File: config.mk
export PLATFORM = sky130hd
export DESIGN_NAME = ps2_mouse_cmd_tx
export DESIGN_NICKNAME = d
export VERILOG_FILES = /design/src/rtl/ps2_mouse_cmd_tx.sv
export SDC_FILE = /design/constraint.sdc
export NUM_CORES = 1
export LEC_CHECK = 0
export CAP_MARGIN = 20
export CORE_ASPECT_RATIO = 1.2
export CORE_MARGIN = 1
export CORE_UTILIZATION = 55
export CTS_BUF_LIST = sky130_fd_sc_hd__clkbuf_8
export CTS_CLUSTER_DIAMETER = 120
export CTS_CLUSTER_SIZE = 10
export DETAILED_ROUTE_END_ITERATION = 12
export PLACE_DENSITY = 0.73
export SLEW_MARGIN = 20
export SYNTH_ARGS = -nofsm -noshare
export SYNTH_HDL_FRONTEND = slang
export SYNTH_SLANG_ARGS = --single-unit
File: constraint.sdc
create_clock -name clk -period 2.5 [get_ports clk]
set_input_delay 0.375 -clock clk [delete_from_list [all_inputs] [get_ports clk]]
set_output_delay 0.375 -clock clk [all_outputs]
set_load 0.02 [all_outputs]
File: src/rtl/ps2_mouse_cmd_tx.sv
`default_nettype none
// ============================================================================
// Module      : ps2_mouse_cmd_tx
// Description : Host-to-device PS/2 command transmitter. Sends one command
//               byte to the mouse (for example 0xF4 enable-reporting or
//               0xFF reset) and checks the device acknowledge bit.
//               The shared PS/2 lines are open-drain: an output-enable of 1
//               pulls the line low and 0 releases it.
// Ports       : clk        - system clock
//               iReset     - asynchronous active-low reset
//               iSend      - one-cycle request to transmit iCommand
//               iCommand   - command byte, latched when iSend is accepted
//               iPs2ClkIn  - raw PS/2 clock line level
//               iPs2DatIn  - raw PS/2 data line level
//               oPs2ClkOe  - 1 pulls PS/2 clock low
//               oPs2DatOe  - 1 pulls PS/2 data low
//               oBusy      - transmission in progress
//               oDone      - one-cycle pulse, command acknowledged
//               oError     - one-cycle pulse, NACK or timeout
// Revision    : 1.0 - initial release
// ============================================================================
module ps2_mouse_cmd_tx #(
  parameter int INHIBIT_CYCLES = 6000,
  parameter int TIMEOUT_CYCLES = 1000000
) (
  input  logic       clk,
  input  logic       iReset,
  input  logic       iSend,
  input  logic [7:0] iCommand,
  input  logic       iPs2ClkIn,
  input  logic       iPs2DatIn,
  output logic       oPs2ClkOe,
  output logic       oPs2DatOe,
  output logic       oBusy,
  output logic       oDone,
  output logic       oError
);

  // One counter serves both the inhibit interval and the timeout, since
  // they are never active at the same time.
  localparam int c_CNT_MAX = (INHIBIT_CYCLES > TIMEOUT_CYCLES) ? INHIBIT_CYCLES : TIMEOUT_CYCLES;
  localparam int c_CNT_W   = $clog2(c_CNT_MAX + 1);
  localparam logic [c_CNT_W-1:0] c_INH_LAST = c_CNT_W'(INHIBIT_CYCLES - 1);
  localparam logic [c_CNT_W-1:0] c_TO_LAST  = c_CNT_W'(TIMEOUT_CYCLES - 1);

  typedef enum logic [2:0] {
    IDLE      = 3'd0,
    INHIBIT   = 3'd1,
    RTS       = 3'd2,
    SHIFT     = 3'd3,
    ACK       = 3'd4,
    WAIT_IDLE = 3'd5
  } state_t;

  state_t             r_state, w_state;
  logic [c_CNT_W-1:0] r_cnt, w_cnt;
  logic [3:0]         r_bitCnt, w_bitCnt;
  logic [7:0]         r_cmd, w_cmd;
  logic               r_parity, w_parity;
  logic               r_clkOe, w_clkOe;
  logic               r_datOe, w_datOe;
  logic               r_busy, w_busy;
  logic               r_done, w_done;
  logic               r_error, w_error;

  // Synchronisers reset to 1 (idle bus level) so reset release never looks
  // like a falling edge.
  logic [1:0]         r_clkSync;
  logic [1:0]         r_datSync;
  logic               r_clkPrev;
  logic               w_fall;
  logic               w_timeout;

  assign w_fall    = r_clkPrev & ~r_clkSync[1];
  assign w_timeout = (r_cnt == c_TO_LAST);

  always_ff @(posedge clk or negedge iReset) begin
    if (!iReset) begin
      r_clkSync <= 2'b11;
      r_datSync <= 2'b11;
      r_clkPrev <= 1'b1;
      r_state   <= IDLE;
      r_cnt     <= '0;
      r_bitCnt  <= '0;
      r_cmd     <= '0;
      r_parity  <= 1'b0;
      r_clkOe   <= 1'b0;
      r_datOe   <= 1'b0;
      r_busy    <= 1'b0;
      r_done    <= 1'b0;
      r_error   <= 1'b0;
    end else begin
      r_clkSync <= {r_clkSync[0], iPs2ClkIn};
      r_datSync <= {r_datSync[0], iPs2DatIn};
      r_clkPrev <= r_clkSync[1];
      r_state   <= w_state;
      r_cnt     <= w_cnt;
      r_bitCnt  <= w_bitCnt;
      r_cmd     <= w_cmd;
      r_parity  <= w_parity;
      r_clkOe   <= w_clkOe;
      r_datOe   <= w_datOe;
      r_busy    <= w_busy;
      r_done    <= w_done;
      r_error   <= w_error;
    end
  end

  always_comb begin
    w_state  = r_state;
    w_cnt    = r_cnt;
    w_bitCnt = r_bitCnt;
    w_cmd    = r_cmd;
    w_parity = r_parity;
    w_clkOe  = 1'b0;
    w_datOe  = r_datOe;
    w_done   = 1'b0;
    w_error  = 1'b0;

    case (r_state)
      IDLE: begin
        w_datOe = 1'b0;
        if (iSend) begin
          w_cmd    = iCommand;
          w_parity = ~^iCommand;
          w_cnt    = '0;
          w_clkOe  = 1'b1;
          w_state  = INHIBIT;
        end
      end

      INHIBIT: begin
        w_clkOe = 1'b1;
        if (r_cnt == c_INH_LAST) begin
          w_cnt   = '0;
          w_datOe = 1'b1;          // start bit goes out together with RTS
          w_state = RTS;
        end else begin
          w_cnt = r_cnt + 1'b1;
        end
      end

      RTS: begin
        // Clock is released from the next cycle; data keeps the start bit.
        w_cnt    = '0;
        w_bitCnt = '0;
        w_state  = SHIFT;
      end

      SHIFT: begin
        if (w_fall) begin
          w_cnt    = '0;
          w_bitCnt = r_bitCnt + 4'd1;
          if (r_bitCnt < 4'd8) begin
            w_datOe = ~r_cmd[r_bitCnt[2:0]];
          end else if (r_bitCnt == 4'd8) begin
            w_datOe = ~r_parity;
          end else begin
            w_datOe = 1'b0;        // stop bit: line released
            w_state = ACK;
          end
        end else if (w_timeout) begin
          w_datOe = 1'b0;
          w_error = 1'b1;
          w_state = IDLE;
        end else begin
          w_cnt = r_cnt + 1'b1;
        end
      end

      ACK: begin
        if (w_fall) begin
          w_cnt = '0;
          if (r_datSync[1]) begin
            w_error = 1'b1;
            w_state = IDLE;
          end else begin
            w_state = WAIT_IDLE;
          end
        end else if (w_timeout) begin
          w_error = 1'b1;
          w_state = IDLE;
        end else begin
          w_cnt = r_cnt + 1'b1;
        end
      end

      WAIT_IDLE: begin
        if (r_clkSync[1] && r_datSync[1]) begin
          w_done  = 1'b1;
          w_state = IDLE;
        end else if (w_fall) begin
          w_cnt = '0;
        end else if (w_timeout) begin
          w_error = 1'b1;
          w_state = IDLE;
        end else begin
          w_cnt = r_cnt + 1'b1;
        end
      end

      default: begin
        w_datOe = 1'b0;
        w_state = IDLE;
      end
    endcase

    // Busy follows the next state so it drops on the same edge that raises
    // the done/error pulse.
    w_busy = (w_state != IDLE);
  end

  assign oPs2ClkOe = r_clkOe;
  assign oPs2DatOe = r_datOe;
  assign oBusy     = r_busy;
  assign oDone     = r_done;
  assign oError    = r_error;

endmodule
`default_nettype wire

-- After elaboration in Yosys (flattened, before gate mapping)
Index checks and enable logic that the tools add are counted.
Widths: inputs -> output; s select.
- bitwise gates (word level): 5
- multiplexer cells: 37
- eq/ne operators: 13
- $add $sub $neg: 2
- order comparisons: 2
- reduce and logical (&&, ||, !) cells: 12
- operators by type and width (cell ; count):
    $mux 20 ; 5
    $pmux 20 s5 ; 1
    $mux 3 ; 10
    $add 20x1->20 const B ; 1
    $eq 20x13->1 const B ; 1
    $eq 20x20->1 const B ; 1
    $pmux 3 s6 ; 1
    $mux 1 ; 14
    $ne 2x2->1 const B ; 4
    $pmux 4 s2 ; 1
    $reduce_xnor 8->1 ; 1
    $eq 3x2->1 const B ; 2
    $eq 3x3->1 const B ; 2
    $pmux 1 s3 ; 2
    $reduce_and 3->1 ; 2
    $reduce_bool 5->1 ; 1
    $add 4x1->4 const B ; 1
    $eq 4x4->1 const B ; 1
    $lt 3x4->1 const B ; 1
    $lt 4x4->1 const B ; 1
    $mux 4 ; 1
    $not 1->1 ; 4
    $reduce_and 2->1 ; 2
    $bmux 1 s3 ; 1
    10 further kinds ; 10
- input bits: 13
- bits in registers: 46
- logic and storage cells: 84

-- Logic depth before layout (Yosys ltp)
- depth in word-level cells: 6
- gate-level depth with buffers: 8

-- Worst setup path before layout
No wires, ideal clock.
- kind: reg2reg
- start point: register r_cnt[6]
- end point: register r_busy (netlist: oBusy)
- required time: 2.369 ns
- data arrival time: 1.972 ns
- cell stages (with the launch flop): 8
- period minus slack after synthesis: 2.103 ns
- library setup time: 0.131 ns
- slack: 0.397 ns
- cell sequence: dfrtp_1 buf_6 or4_4 nor4_4 and2_4 o21bai_1 a31oi_1 or3_1
- cells in the longest elaborated chain, start to end: 6
- RTL lines (item ; RTL line ; text):
    start: declaration ; 56 ; logic [c_CNT_W-1:0] r_cnt, w_cnt;
    start signal: assignment ; 97 ; r_cnt <= w_cnt;
    $eq 20x20->1 ; 75 ; assign w_timeout = (r_cnt == c_TO_LAST);
    $mux 3 ; 162, 180, 194 ;
    $mux 3 ; 192 ; end else if (w_fall) begin
    $mux 3 ; 189 ; if (r_clkSync[1] && r_datSync[1]) begin
    $pmux 3 s6 (*) ; 120 ; case (r_state)
    named net w_state[0] ; 55 ; state_t r_state, w_state;
    $reduce_bool 3->1 (*) ; 210 ; w_busy = (w_state != IDLE);
    named net w_busy ; 62 ; logic r_busy, w_busy;
    end signal: assignment ; 103 ; r_busy <= w_busy;
    end: declaration ; 62 ;
The timed path passes the listed nets; every way through them passes the cells marked *.
A chain may end at the register's enable or synchronous reset.

-- Final worst setup path
Ends and elaborated chain as after synthesis.

==> impl_results.md <==
- Status: complete, no violations
- Finished Layout Cells: 337
- Hold crit path type: primary input to asynchronous set/reset pin
- Placed cells: 329
- Fmax: 438 MHz
- Fin Setup TNS: 0 ps
- Slew HR: 40.2%
- Critical Path Fanout Max: 9
- Top cells by count, synth: 41 x dfrtp_1, 27 x nor2_1, 26 x nand2_1
- Area leader, netlist: dfrtp_1
- Share of the synthesized area in the top cell type: 40.9%
- Remaining DRCs: 0
- Setup repair after global routing missed its margin: no
- Wire per inst: 15.3 um
- Pleak: 1.23 nW
- Post-Route Utilization: 66.4%
- Cells after Synth: 254
- Core area: 4330 um^2
- Seq. cell area: 1160 um^2
- Post-synthesis register bit count: 46
- IO buf count: 17
- Final Hold Violating Endpoints: 0
- Syn_area_per_cell: 9.88 um^2
- Area of the multi-input gates: 1290 um^2
- WS Path Type: register to register
- Area Growth Syn to Fin: 14.5%
- Initial drt markers: 92
- Worst Max-Slew Pin Slew: 897 ps
- YS warnings: 0
- CTS root buffer: clkbuf_8
- CP startpoint kind: register
- Fillers: 365
- Fin crit share: 91.3%
- Vias per inst: 6.05
- Final setup viols: 0
- DP Worst Slack: 254 ps
- Clock buffer depth: 2
- Worst Path Required: 2690 ps
- Chip width: 63.7 um
- Synth area leaders: dfrtp_1 41%, dfstp_2 5.2%, mux2_2 4.5%
- Antenna violations before repair: 0
- Starting Density: 58.0%
- Vias in the first global route: 2011
- Worst hold margin: 187 ps
- Most common cell in the synthesized netlist: dfrtp_1
- Chip Height: 76 um
- First-pass iteration count of the detailed router: 4
- GRT Resource Usage Total: 24.0%
- Dpl hpwl: 3770 um
- Final layout net count: 296
- Number of synthesized flops with an enable pin: 0
- Routed wire length: 5150 um
- Cell Rows: 26
- Ys async rst share: 100%
- H-Tree Depth: 2
- Total grt overflow: 0
- CTS tree: done
- Pwr Density: 448 nW/um^2
- Ant. Diodes: 0
- CTS buffer count: 5
- Max Cap Violations: 0
- Post-route setup slack: 217 ps
- Sequential element share of the synthesized area: 46.1%
- Distinct cell type count after synthesis: 52
- DR vias: 2039
- VDD IR-drop max: 0.278 mV
- Setup crit end kind: register
- Clock period minus worst slack: 2280 ps
- Final Skew: 10.7 ps
- Largest net degree at the start of global routing: 44
- CTS Sinks: 46
- Global-route wire length before repair: 9110 um
- Ports: 18
- Die area: 4840 um^2
- Fin. max-slew vios: 0
- Post-route ant nets: 0
- CTS clk-pin slew, worst paths: 90 ps
- Top FF cell, synth: dfrtp_1
- Worst Path Arrival: 2470 ps
- Synthesized area: 2510 um^2
- Syn Nets: 270
- Layout cells sized above 1: 15.7%
- Worst-skew pair later-pin latency: 310 ps
- Gpl congestion: 0.878
-- timing repair --
action | in CTS | in global routing
setup endpoints to repair | 0 | 1
resized for setup | 0 | 1
buffers inserted | 0 | 0
hold buffers | 0 | 0
-- through the flow --
step / cell area (um^2) / power, mW
2_1_floorplan: 2510 / 0.794
6_report: 2870 / 1.29
5_1_grt: 2870 / 1.34
4_1_cts: 2870 / 1.30
3_5_place_dp: 2780 / 0.838
3_3_place_gp: 2780 / 0.836
-- cells in the final DEF, fill, tap and decap left out, types with 3 or more instances in the layout --
cell / instances
inv_1: 5
clkbuf_8: 5
ha_1: 3
mux2_2: 10
nand3_1: 14
buf_4: 10
nand4_1: 6
clkdlybuf4s50_1: 16
nor3_1: 6
a21oi_1: 8
nor2_1: 27
xnor2_1: 12
and3_1: 4
nand2b_1: 4
nor3b_1: 3
a31oi_1: 6
dfstp_2: 5
dfrtp_1: 41
or3_1: 3
xor2_1: 6
a41oi_1: 3
o21ai_0: 14
nand2_1: 26
o31ai_1: 4
-- registers in the layout, indices dropped and copies added, names as in the netlist --
signal	flops
r_parity	1
r_state	3
r_cnt	20
oError	1
oPs2ClkOe	1
oBusy	1
r_cmd	8
r_clkSync	2
oPs2DatOe	1
oDone	1
r_clkPrev	1
r_datSync	2
r_bitCnt	4
-- path summary, 6_finish.rpt --
kind | from | end | slack [ps] | cells after the start
worst min-delay path | iReset | r_cmd[3]$_DFFE_PN0P_ | 190 | 1
min in group clk | r_clkSync[0]$_DFF_PN1_ | r_clkSync[1]$_DFF_PN1_ | 360 | 0
worst min register to register | r_clkSync[0]$_DFF_PN1_ | r_clkSync[1]$_DFF_PN1_ | 360 | 0
worst max register to register | r_cnt[6]$_DFFE_PN0P_ | oBusy$_DFF_PN0_ | 220 | 6
max in group asynchronous | iReset | r_datSync[0]$_DFF_PN1_ | 1620 | 2
worst max-delay path | r_cnt[6]$_DFFE_PN0P_ | oBusy$_DFF_PN0_ | 220 | 6
-- cells by family (layout without fill, tap and decap cells) --
logic type,count (synthesis),in the layout,synth area share [%]
simple gates,113,113,24.4
compound gates,47,47,12.2
xor+xnor,18,18,6.28
mux,14,14,7.08
fa+ha+maj,3,3,1.50
buf+inv,13,40,2.49
flops,46,46,46.1
-- critical path: stages, from the launching register on --
cell and delay [ps]:
dfrtp_1 470, or4_4 580, nor4_4 300, and2_4 230
o21bai_1 100, a31oi_1 110, or3_1 370
-- report_power, final --
group	total [mW]	internal, mW	switching, mW
Sequential	0.755	0.751	0.00441
Combinational	0.0666	0.0332	0.0334
Clock	0.465	0.200	0.265
Total	1.29	0.984	0.303
-- layer usage --
layer | vias up | GRT usage, % | share of wire (%)
met2 | 49 | 41.2 | 53
met4 | 0 | 10.9 | 2.0
met3 | 11 | 4.79 | 3.5
li1 | 982 | - | -
met1 | 997 | 28.6 | 42
met5 | - | 0 | 0
-- layout make-up --
cell class                      count  area share, %
Multi-Input combinational cell    195           45.1
Timing Repair Buffer               27           8.36
Sequential cell                    46           40.3
Clock buffer                        5           2.39
Inverter                            5          0.653
Tap cell                           56           2.44
Clock inverter                      3          0.827
Power figures use the tool's default switching activity.
